## src/rtl/alu_exec.sv

```systemverilog
// alu_exec: execution-side ALU behind a valid/ready handshake.
//
// Operations come in from the register-read stage with the 4-bit ALU control
// code produced by the ALU control decoder. AND/OR/ADD/SUB/SLT finish in one
// cycle. SLL/SRL/SRA shift iteratively, one bit per cycle. The registered
// result and its zero flag go to writeback and to branch resolution.
//
// Ports:
//   clk        rising-edge clock
//   reset      synchronous, active-high reset
//   in_valid   operands and aluCtl are valid this cycle
//   in_ready   unit can accept an operation (state == IDLE)
//   aluCtl     operation code (decoder encoding; unknown codes execute as ADD)
//   a, b       operands; b[SHAMT_W-1:0] is the shift amount for shifts
//   out_valid  result/zero valid (state == DONE)
//   out_ready  consumer takes the result this cycle
//   result     registered result
//   zero       registered (result == 0)
//   busy       high whenever state != IDLE
module alu_exec #(
    parameter int WIDTH   = 32,
    parameter int SHAMT_W = $clog2(WIDTH)
) (
    input  logic               clk,
    input  logic               reset,
    input  logic               in_valid,
    output logic               in_ready,
    input  logic [3:0]         aluCtl,
    input  logic [WIDTH-1:0]   a,
    input  logic [WIDTH-1:0]   b,
    output logic               out_valid,
    input  logic               out_ready,
    output logic [WIDTH-1:0]   result,
    output logic               zero,
    output logic               busy
);

    localparam logic [3:0] OP_AND = 4'b0000;
    localparam logic [3:0] OP_OR  = 4'b0001;
    localparam logic [3:0] OP_ADD = 4'b0010;
    localparam logic [3:0] OP_SLL = 4'b0011;
    localparam logic [3:0] OP_SRL = 4'b0100;
    localparam logic [3:0] OP_SRA = 4'b0101;
    localparam logic [3:0] OP_SUB = 4'b0110;
    localparam logic [3:0] OP_SLT = 4'b0111;

    localparam logic [SHAMT_W-1:0] CNT_ONE = SHAMT_W'(1);

    typedef enum logic [1:0] {
        IDLE  = 2'd0,
        SHIFT = 2'd1,
        DONE  = 2'd2
    } state_t;

    typedef enum logic [1:0] {
        SH_SLL = 2'd0,
        SH_SRL = 2'd1,
        SH_SRA = 2'd2
    } shift_t;

    state_t             state, state_next;
    shift_t             shift_kind, shift_kind_in;
    logic [WIDTH-1:0]   acc;
    logic [WIDTH-1:0]   acc_shifted;
    logic [SHAMT_W-1:0] cnt;
    logic [SHAMT_W-1:0] shamt;
    logic [WIDTH-1:0]   alu_value;
    logic               is_shift;
    logic               accept;
    logic               slt_bit;

    assign in_ready  = (state == IDLE);
    assign out_valid = (state == DONE);
    assign busy      = (state != IDLE);
    assign accept    = in_valid && in_ready;

    // Upper bits of b are deliberately ignored for the shift amount.
    assign shamt   = b[SHAMT_W-1:0];
    assign slt_bit = ($signed(a) < $signed(b));

    // Single-cycle operations and shift-type decode.
    // NOTE: every output of a combinational block gets a default before the
    // case; a path that leaves one unassigned would infer a latch.
    always_comb begin
        alu_value     = a + b;
        is_shift      = 1'b0;
        shift_kind_in = SH_SLL;
        case (aluCtl)
            OP_AND: alu_value = a & b;
            OP_OR:  alu_value = a | b;
            OP_ADD: alu_value = a + b;
            OP_SUB: alu_value = a - b;
            OP_SLT: alu_value = {{(WIDTH-1){1'b0}}, slt_bit};
            OP_SLL: begin
                is_shift      = 1'b1;
                shift_kind_in = SH_SLL;
            end
            OP_SRL: begin
                is_shift      = 1'b1;
                shift_kind_in = SH_SRL;
            end
            OP_SRA: begin
                is_shift      = 1'b1;
                shift_kind_in = SH_SRA;
            end
            default: alu_value = a + b;
        endcase
    end

    // One-bit step of the iterative shifter.
    always_comb begin
        acc_shifted = acc;
        case (shift_kind)
            SH_SLL:  acc_shifted = {acc[WIDTH-2:0], 1'b0};
            SH_SRL:  acc_shifted = {1'b0, acc[WIDTH-1:1]};
            SH_SRA:  acc_shifted = {acc[WIDTH-1], acc[WIDTH-1:1]};
            default: acc_shifted = acc;
        endcase
    end

    // Next-state logic.
    always_comb begin
        state_next = state;
        case (state)
            IDLE: begin
                if (in_valid) begin
                    if (is_shift && (shamt != '0)) state_next = SHIFT;
                    else                           state_next = DONE;
                end
            end
            // cnt never reaches 0 while in SHIFT; <= keeps a stray 0 from
            // spinning through a full wrap-around.
            SHIFT:   if (cnt <= CNT_ONE) state_next = DONE;
            DONE:    if (out_ready)      state_next = IDLE;
            default: state_next = IDLE;
        endcase
    end

    // NOTE: sequential state uses non-blocking assignments so every register
    // samples the pre-edge values, independent of statement order.
    always_ff @(posedge clk) begin
        if (reset) state <= IDLE;
        else       state <= state_next;
    end

    // Datapath registers. Operands are sampled only on the accepting edge.
    always_ff @(posedge clk) begin
        if (reset) begin
            acc        <= '0;
            cnt        <= '0;
            shift_kind <= SH_SLL;
            result     <= '0;
            zero       <= 1'b1;
        end else begin
            case (state)
                IDLE: begin
                    if (accept) begin
                        if (!is_shift) begin
                            result <= alu_value;
                            zero   <= (alu_value == '0);
                        end else if (shamt == '0) begin
                            result <= a;
                            zero   <= (a == '0);
                        end else begin
                            acc        <= a;
                            cnt        <= shamt;
                            shift_kind <= shift_kind_in;
                        end
                    end
                end
                SHIFT: begin
                    acc <= acc_shifted;
                    cnt <= cnt - CNT_ONE;
                    if (cnt <= CNT_ONE) begin
                        result <= acc_shifted;
                        zero   <= (acc_shifted == '0);
                    end
                end
                default: ;  // DONE holds result/zero until taken
            endcase
        end
    end

endmodule
```

## config.mk

```make
export PLATFORM = sky130hd
export DESIGN_NAME = alu_exec
export DESIGN_NICKNAME = d
export VERILOG_FILES = /design/src/rtl/alu_exec.sv
export SDC_FILE = /design/constraint.sdc
export NUM_CORES = 1
export LEC_CHECK = 0
export BUFFER_PORTS_ARGS = -buffer_cell sky130_fd_sc_hd__buf_2
export CAP_MARGIN = 5
export CORE_MARGIN = 2
export CORE_UTILIZATION = 50
export CTS_CLUSTER_SIZE = 16
export DETAILED_ROUTE_END_ITERATION = 8
export PLACE_DENSITY = 0.7
export SLEW_MARGIN = 10
export SYNTH_ARGS = -nofsm -noshare
export SYNTH_HDL_FRONTEND = slang
export SYNTH_SLANG_ARGS = --single-unit
```

## constraint.sdc

```tcl
create_clock -name clk -period 5.4 [get_ports clk]
set_clock_uncertainty 0.1 [all_clocks]
set_input_delay 1.35 -clock clk [delete_from_list [all_inputs] [get_ports clk]]
set_output_delay 1.35 -clock clk [all_outputs]
set_load 0.02 [all_outputs]
```

==> results of run 1 <==
-- placed cells by master, fill, tap and decap left out, types with 12 or more instances in the layout --
cell type and instances:
nor2_1 149, a21oi_1 130, ha_1 98, mux2i_1 12, nand3_1 24, nand4_1 14
a211oi_1 52, nor3_1 46, nand2_1 165, and3_1 25, nor2b_1 14, buf_4 43
nor4_1 16, o211ai_1 38, or3_1 24, nand2b_1 12, o22ai_1 19, dfxtp_1 74
o221ai_1 31, buf_2 107, o21ai_0 87, inv_1 102, o21bai_1 12
-- worst max path at each step --
stage / to / slack [ps] / depth (start not counted)
floorplan: result[28] / 700 / 15
global placement: zero / 70 / 14
detailed placement: zero / 40 / 14
CTS: zero / 390 / 14
global route: zero / 90 / 14
finish: result[30] / 260 / 18
-- final cells by class --
cell class | count | share of cell area
multi-input combinational | 1148 | 0.688
sequential | 74 | 0.138
timing repair buffer | 150 | 0.0802
inverter | 102 | 0.0358
tap | 260 | 0.0304
clock buffer | 10 | 0.0214
clock inverter | 6 | 0.00608
antenna | 1 | 0.000234
-- routing by layer --
metal  track usage  up-vias  share of wire  wire length [microns]
met5             0        -              0                      0
li1              -     5369              -                      -
met4         0.145        0          0.047                   1780
met2         0.563      758           0.43                  16200
met1         0.512     5363           0.42                  15900
met3        0.0469      113           0.11                   4090
-- power groups by stage --
| stage | clock network, mW | logic, mW | registers (mW) |
|---|---|---|---|
| 6_report | 0.604 | 1.01 | 0.625 |
| 5_1_grt | 0.632 | 1.09 | 0.630 |
| 4_1_cts | 0.603 | 0.981 | 0.624 |
| 3_5_place_dp | 0 | 0.976 | 0.636 |
| 3_3_place_gp | 0 | 0.970 | 0.635 |
| 2_1_floorplan | 0 | 0.616 | 0.660 |
-- sequential cells by signal, indices dropped and copies added, names as in the netlist --
| signal | count |
|---|---|
| acc | 32 |
| zero | 1 |
| shift_kind | 2 |
| state | 2 |
| result | 32 |
| cnt | 5 |
-- metrics by stage --
stage | util | hold WS (ps) | instances | worst slack, ps | instance area (sq um)
3_5_place_dp | 0.553 | 345 | 1734 | 42.0 | 10400
6_report | 0.568 | 350 | 1751 | 255 | 10700
4_1_cts | 0.568 | 353 | 1750 | 386 | 10700
2_1_floorplan | - | 368 | 1432 | 698 | 9650
3_3_place_gp | 0.553 | 341 | 1734 | 72.3 | 10400
5_1_grt | 0.568 | 367 | 1751 | 94.5 | 10700
-- cells by family (layout without fill, tap and decap cells) --
| kind of cell | after synthesis | count (layout) | share of synthesized area |
|---|---|---|---|
| compound gates | 501 | 501 | 0.350 |
| xor+xnor | 5 | 5 | 0.00649 |
| fa+ha+maj | 100 | 100 | 0.131 |
| buf+inv | 210 | 268 | 0.0860 |
| flops | 74 | 74 | 0.154 |
| mux | 15 | 15 | 0.0160 |
| other cells | 0 | 1 | 0 |
| simple gates | 527 | 527 | 0.257 |
-- critical path: stages --
cell and delay [ps]:
buf_2 140, inv_1 90, ha_1 210, inv_1 70
fa_1 420, nor2b_1 180, o311ai_1 380, a21oi_1 120
a41oi_1 530, a211oi_1 250, o41ai_1 390, buf_4 200
o21ai_0 120, o32ai_1 150, nand2_1 170, o21ai_0 190
buf_4 150, a311oi_1 80
==> flow_metrics.env, run 1 <==
export IMPL_hp_class="flop to flop"
export IMPL_critPathLaunchType="primary input"
export IMPL_cts_resized_gates=0
export IMPL_gr_total_overflow=0
export IMPL_startpoint="a[0]"
export IMPL_rows=50
export IMPL_ys_seq_area_frac=0.154
export IMPL_syn_num_nets=1604
export IMPL_drtIter0Drc=1541
export IMPL_cp_max_fo=5
export IMPL_synth_seq_cells=74
export IMPL_coreArea_sq_mm=0.0188
export IMPL_track_usage=0.364
export IMPL_post_synth_cell_area_avg_sq_um=6.74
export IMPL_cts_tree="yes"
export IMPL_viasPerCell=6.63
export IMPL_holdBufCountCts=0
export IMPL_grt_max_degree=70
export IMPL_p_int_mw=1.30
export IMPL_rsz0062_at_grt="no"
export IMPL_pwr_share_clk=0.269
export IMPL_wl_per_cell_microns=21.7
export IMPL_vdd_ir_drop_worst_uv=132
export IMPL_regArea_sq_mm=0.00148
export IMPL_relSlewSlack=0.278
export IMPL_antenna_found_initial=2
export IMPL_synth_top_area_cell="dfxtp_1"
export IMPL_synthFlopType="dfxtp_1"
export IMPL_crit_type="primary input to flop"
export IMPL_area_delta_synth_final_pct=11.0
export IMPL_dp_hpwl_microns=29100
export IMPL_ys_types=74
export IMPL_synthTopCellsByCount="165 x nand2_1, 150 x nor2_1, 131 x a21oi_1"
export IMPL_powerDensity_mw_per_mm2=210
export IMPL_grt_pass1_wl_microns=58200
export IMPL_cts_setup_buffers=0
export IMPL_ioPinCount=108
export IMPL_ff2ff_setup_slack_ps=1310
export IMPL_arrival_ps=5220
export IMPL_die_area_sq_mm=0.0204
export IMPL_synth_async_reset_ratio=0
export IMPL_fmax_ghz=0.194
export IMPL_yosysWarnings=0
export IMPL_first_global_vias=10200
export IMPL_reg2reg_from="shift_kind[1]"
export IMPL_gp_congestion=1.01
export IMPL_ff2ff_path_depth=12
export IMPL_clockRootBuffer="clkbuf_16"
export IMPL_power_switching_mw=0.943
export IMPL_htreeDepth=3
export IMPL_wirelength_microns=37900
export IMPL_r2r_end="zero"
export IMPL_synth_top_area_share=0.154
export IMPL_cp_data_required_time_ps=5470
export IMPL_clk_pin_slew_ps=60
export IMPL_p_total_mw=2.24
export IMPL_finalSetupViolCount=0
export IMPL_port_buffers=107
export IMPL_fin_tns_setup_ps=0
export IMPL_chipHeight_microns=143
export IMPL_multi_input_area_sq_mm=0.00736
export IMPL_drcViolationCount=0
export IMPL_fp_dieW_microns=143
export IMPL_p_leak_nw=4.56
export IMPL_maxSlewViolCount=0
export IMPL_vias=11600
export IMPL_min_from="result[6]"
export IMPL_pwr_share_comb=0.452
export IMPL_num_fill_cells=1828
export IMPL_clkLatencyLatePin_ps=340
export IMPL_synth_edf_count=0
export IMPL_worstHoldPathCells=2
export IMPL_hold_viol=0
export IMPL_p_sw_frac=0.420
export IMPL_sequentialPowerShare=0.279
export IMPL_period_minus_slack_ps=5150
export IMPL_yosys_top_cells_area="dfxtp_1 15%, ha_1 13%, a21oi_1 6.8%"
export IMPL_syn_area_sq_mm=0.00965
export IMPL_cts_inserted_buffers=9
export IMPL_syn_inst=1432
export IMPL_cap_violations=0
export IMPL_status="finished, final reports clean"
export IMPL_ant_nets=0
export IMPL_yosysMostFrequentCell="nand2_1"
export IMPL_setup_worst_path_end_class="flop"
export IMPL_start_util=0.512
export IMPL_drive_above_1_share=0.132
export IMPL_worstMarginPinSlew_ps=1070
export IMPL_numClockSinks=74
export IMPL_hold_end="result[6]"
export IMPL_fin_crit_sh=0.953
export IMPL_dr_pass1_iters=7
export IMPL_cts_buffer_depth=2
export IMPL_final_nets=1657
Note: power is estimated with default switching activity, not from simulation.
==> run 2, diff against run 1 <==
--- a/config.mk
+++ b/config.mk
@@ -7,11 +7,13 @@
 export LEC_CHECK = 0
 export BUFFER_PORTS_ARGS = -buffer_cell sky130_fd_sc_hd__buf_2
 export CAP_MARGIN = 5
+export CELL_PAD_IN_SITES_DETAIL_PLACEMENT = 0
+export CELL_PAD_IN_SITES_GLOBAL_PLACEMENT = 2
 export CORE_MARGIN = 2
-export CORE_UTILIZATION = 50
+export CORE_UTILIZATION = 34
 export CTS_CLUSTER_SIZE = 16
 export DETAILED_ROUTE_END_ITERATION = 8
-export PLACE_DENSITY = 0.7
+export PLACE_DENSITY_LB_ADDON = 0.1
 export SLEW_MARGIN = 10
 export SYNTH_ARGS = -nofsm -noshare
 export SYNTH_HDL_FRONTEND = slang
==> flow_metrics.env, run 2 (synthesis gave the netlist of run 1 again) <==
export IMPL_fmax_ghz=0.193
export IMPL_cp_data_required_time_ps=5490
export IMPL_worstMarginPinSlew_ps=1290
export IMPL_powerDensity_mw_per_mm2=209
export IMPL_numClockSinks=74
export IMPL_wirelength_microns=43900
export IMPL_status="finished, final reports clean"
export IMPL_final_cell_mix="165 x nand2_1, 149 x nor2_1, 130 x a21oi_1"
export IMPL_grt_max_degree=70
export IMPL_arrival_ps=5270
export IMPL_coreArea_sq_mm=0.0279
export IMPL_regArea_sq_mm=0.00148
export IMPL_sequentialPowerShare=0.270
export IMPL_rows=61
export IMPL_cap_violations=0
export IMPL_htreeDepth=3
export IMPL_critPathLaunchType="primary input"
export IMPL_drive_above_1_share=0.148
export IMPL_drcViolationCount=0
export IMPL_grt_pass1_wl_microns=65400
export IMPL_reg_top3="acc x32, result x32, cnt x5"
export IMPL_hold_slack_ps=350
export IMPL_fin_tns_setup_ps=0
export IMPL_cts_inserted_buffers=9
export IMPL_maxSlewViolCount=0
export IMPL_ant_nets=0
export IMPL_ioPinCount=108
export IMPL_chipHeight_microns=172
export IMPL_pre_cts_slack_ps=14.0
export IMPL_reg2reg_from="shift_kind[0]"
export IMPL_rsz0062_at_grt="no"
export IMPL_vias=11400
export IMPL_dp_hpwl_microns=34200
export IMPL_vdd_ir_drop_worst_uv=176
export IMPL_period_minus_slack_ps=5180
export IMPL_fp_dieW_microns=172
export IMPL_cp_max_fo=9
export IMPL_track_usage=0.293
export IMPL_gp_congestion=0.938
export IMPL_slowest_stage="a2111oi_0"
export IMPL_pwr_share_comb=0.464
export IMPL_first_global_vias=10400
export IMPL_wl_per_cell_microns=23.2
export IMPL_drtIter0Drc=1261
export IMPL_hold_viol=0
export IMPL_relSlewSlack=0.121
export IMPL_clkLatencyLatePin_ps=340
export IMPL_clockRootBuffer="clkbuf_16"
export IMPL_finalSetupViolCount=0
export IMPL_worstHoldPathCells=2
export IMPL_area_delta_synth_final_pct=14.8
export IMPL_crit_chain="buf_2, inv_1, ha_1, inv_1, a21oi_1, o31ai_1, a2111oi_0, a211oi_1, o41ai_1, buf_4, o211a_1, o22ai_1, mux2_2, a211oi_1, nor3_1"
export IMPL_fin_crit_sh=0.959
export IMPL_num_fill_cells=3045
export IMPL_hp_class="flop to flop"
export IMPL_p_int_mw=1.33
export IMPL_die_area_sq_mm=0.0297
export IMPL_p_leak_nw=4.70
export IMPL_dr_pass1_iters=6
export IMPL_ff2ff_path_depth=12
export IMPL_min_from="result[6]"
export IMPL_antenna_found_initial=0
export IMPL_hold_end="result[6]"
export IMPL_gr_total_overflow=0
export IMPL_ff2ff_setup_slack_ps=850
export IMPL_power_switching_mw=0.987
export IMPL_clk_pin_slew_ps=60
export IMPL_setup_ws_ps=223
export IMPL_p_sw_frac=0.427
export IMPL_final_nets=1685
export IMPL_cts_buffer_depth=2
export IMPL_cts_tree="yes"
export IMPL_port_buffers=107
export IMPL_multi_input_area_sq_mm=0.00736
export IMPL_crit_type="primary input to flop"
export IMPL_setup_worst_path_end_class="flop"
export IMPL_start_util=0.346
export IMPL_viasPerCell=6.01
export IMPL_final_common_cell="nand2_1"
export IMPL_r2r_end="zero"
export IMPL_slowest_delay_ps=1130
export IMPL_pwr_share_clk=0.266
export IMPL_insertedDiodeCount=0
==> run 2: cell types whose count changed in the layout (fill, tap and decap cells not counted), sizes merged <==
cell,delta
buf,+28
diode,-1
clkinv,-2
clkinvlp,+2
==> run 2: metal layers <==
layer / global-route usage / wire, microns
met1: 0.426 / 20900
met2: 0.459 / 19500
met3: 0.0233 / 2330
met4: 0.0851 / 1150
met5: 0 / 0
==> run 2: power groups by stage <==
stage | Sequential (mW) | Clock, mW | Combinational, mW
floorplan | 0.660 | 0 | 0.616
global placement | 0.637 | 0 | 1.06
detailed placement | 0.637 | 0 | 1.05
CTS | 0.625 | 0.621 | 1.05
global route | 0.631 | 0.645 | 1.16
finish | 0.625 | 0.615 | 1.07
==> run 2: per-stage QoR <==
step,total power [mW],cells,cell area [sq um],utilization
after global routing,2.44,1896,11100,0.398
after floorplan,1.28,1432,9650,-
after CTS,2.30,1896,11100,0.397
final,2.31,1896,11100,0.398
after detailed placement,1.69,1880,10800,0.387
after global placement,1.69,1880,10800,0.387
==> run 2: repair_timing <==
action	4_1_cts	5_1_grt
gates resized for setup	0	1
setup endpoints to repair	0	1
buffers inserted	0	0
endpoints found under the hold margin	0	0
hold buffers	0	0
==> run 2: worst max-delay path by stage <==
stage / cells past startpoint / from / to
final: 15 / a[15] / result[28]
after global routing: 17 / a[0] / result[28]
after CTS: 16 / a[1] / zero
after detailed placement: 16 / a[1] / zero
after global placement: 17 / a[1] / result[31]
after floorplan: 15 / a[0] / result[28]
==> run 2: critical path: cells and delay by family <==
kind	cells	cell delay, ps
buffers and inverters	4	520
adders and majority gates	1	440
and+or+nand+nor	1	90
muxes	1	280
AOI/OAI and AO/OA	8	2580
==> run 2: final cells by class <==
type / count / area share
clock inverter: 6 / 0.00599
tap: 378 / 0.0427
multi-input combinational: 1148 / 0.665
inverter: 102 / 0.0346
sequential: 74 / 0.134
timing repair buffer: 178 / 0.0976
clock buffer: 10 / 0.0207
==> run 3, diff against run 2 <==
--- a/config.mk
+++ b/config.mk
@@ -9,7 +9,6 @@
 export CAP_MARGIN = 5
 export CELL_PAD_IN_SITES_DETAIL_PLACEMENT = 0
 export CELL_PAD_IN_SITES_GLOBAL_PLACEMENT = 2
-export CORE_MARGIN = 2
 export CORE_UTILIZATION = 34
 export CTS_CLUSTER_SIZE = 16
 export DETAILED_ROUTE_END_ITERATION = 8
==> flow_metrics.env, run 3 (synthesis gave the netlist of run 1 again) <==
export IMPL_cts_setup_buffers=0
export IMPL_critPathLaunchType="primary input"
export IMPL_period_minus_slack_ps=5050
export IMPL_p_int_mw=1.33
export IMPL_crit_top_cell="nor3_1"
export IMPL_worstHoldPathCells=2
export IMPL_hp_class="flop to flop"
export IMPL_hold_viol=0
export IMPL_rows=61
export IMPL_ant_nets=0
export IMPL_final_nets=1693
export IMPL_cts_inserted_buffers=9
export IMPL_arrival_ps=5140
export IMPL_clkLatencyLatePin_ps=340
export IMPL_track_usage=0.296
export IMPL_pre_cts_slack_ps=-87.5
export IMPL_die_area_sq_mm=0.0290
export IMPL_drtIter0Drc=1074
export IMPL_slowest_stage="nor3_1"
export IMPL_setup_worst_path_end_class="flop"
export IMPL_finalSetupViolCount=0
export IMPL_grt_max_degree=70
export IMPL_first_global_vias=10600
export IMPL_cts_resized_gates=0
export IMPL_ioPinCount=108
export IMPL_viasPerCell=5.96
export IMPL_antenna_found_initial=2
export IMPL_dp_hpwl_microns=33700
export IMPL_fin_crit_sh=0.935
export IMPL_grt_pass1_wl_microns=65400
export IMPL_numClockSinks=74
export IMPL_vdd_ir_drop_worst_uv=163
export IMPL_rsz0062_at_grt="no"
export IMPL_wirelength_microns=43100
export IMPL_powerDensity_mw_per_mm2=207
export IMPL_cp_depth=14
export IMPL_chipHeight_microns=170
export IMPL_p_leak_nw=4.74
export IMPL_holdBufCountCts=0
export IMPL_cp_data_required_time_ps=5490
export IMPL_crit_chain="buf_2, inv_1, ha_1, a21oi_1, o221ai_1, a22o_1, nor3_1, a2111o_1, a21oi_1, or3b_2, o21ai_0, a211oi_1, nor3_1, nor3_1"
export IMPL_port_buffers=107
export IMPL_fin_cells=1904
export IMPL_vias=11400
export IMPL_reg_top3="acc x32, result x32, cnt x5"
export IMPL_final_common_cell="nand2_1"
export IMPL_finish_utilization=0.400
export IMPL_status="finished, final reports clean"
export IMPL_fmax_ghz=0.198
export IMPL_insertedDiodeCount=0
export IMPL_critical_path_top_delay_family="compound AO/OA/AOI/OAI gates"
export IMPL_htreeDepth=3
export IMPL_gr_total_overflow=0
export IMPL_cts_tree="yes"
export IMPL_hold_slack_ps=351
export IMPL_worstMarginPinSlew_ps=1020
export IMPL_p_sw_frac=0.423
export IMPL_drive_above_1_share=0.153
export IMPL_placed_area_sq_mm=0.0108
export IMPL_cp_max_fo=11
export IMPL_fin_area_sq_mm=0.0111
export IMPL_pwr_share_comb=0.465
export IMPL_drcViolationCount=0
export IMPL_sequentialPowerShare=0.271
export IMPL_clockRootBuffer="clkbuf_16"
export IMPL_maxSlewViolCount=0
export IMPL_gp_congestion=0.923
export IMPL_pwr_share_clk=0.263
export IMPL_cts_buffer_depth=2
export IMPL_final_cell_mix="165 x nand2_1, 149 x nor2_1, 130 x a21oi_1"
export IMPL_crit_type="primary input to flop"
export IMPL_dr_pass1_iters=6
export IMPL_fp_dieW_microns=170
export IMPL_coreArea_sq_mm=0.0279
export IMPL_clk_pin_slew_ps=60
export IMPL_slowest_delay_ps=630
export IMPL_start_util=0.346
export IMPL_cap_violations=0
export IMPL_area_delta_synth_final_pct=15.4
export IMPL_wl_per_cell_microns=22.6
export IMPL_cp_buffers_inverters=2
export IMPL_power_switching_mw=0.975
export IMPL_p_total_mw=2.31
export IMPL_dp_cells=1888
export IMPL_ff2ff_path_depth=12
export IMPL_relSlewSlack=0.320
export IMPL_fin_tns_setup_ps=0
export IMPL_setup_ws_ps=353
run 3: power groups by stage:
stage / logic, mW / registers, mW / clock network [mW]
after floorplan: 0.616 / 0.660 / 0
after global placement: 1.06 / 0.637 / 0
after detailed placement: 1.05 / 0.637 / 0
after CTS: 1.06 / 0.625 / 0.621
after global routing: 1.17 / 0.631 / 0.642
final: 1.07 / 0.625 / 0.607
run 3: worst paths after layout:
path,from,end,slack [ps]
worst max register to register,shift_kind[1],zero,1090
worst min register to register,result[6],result[6],350
worst min-delay path,result[6],result[6],350
worst max-delay path,a[7],result[25],350
run 3: worst reg2reg max path: cells and delay by family, from the launching register on:
| family | cells | cell delay (ps) |
|---|---|---|
| AOI/OAI and AO/OA | 4 | 1250 |
| buffers and inverters | 1 | 330 |
| DFF | 1 | 670 |
| and+or+nand+nor | 7 | 1870 |
run 3: layout make-up:
cell class	count	area, sq um
clock inverter	6	67.6
fill	3056	16700
timing repair buffer	186	1130
tap	378	473
sequential	74	1480
multi-input combinational	1148	7370
clock buffer	10	229
inverter	102	383
run 3: routing by layer:
metal  wire length, microns  track usage  up-vias
met5                      0            0        -
met4                    778       0.0666        0
met3                   2680       0.0200       44
met2                  19500        0.481      459
met1                  20100        0.425     5398
li1                       -            -     5450
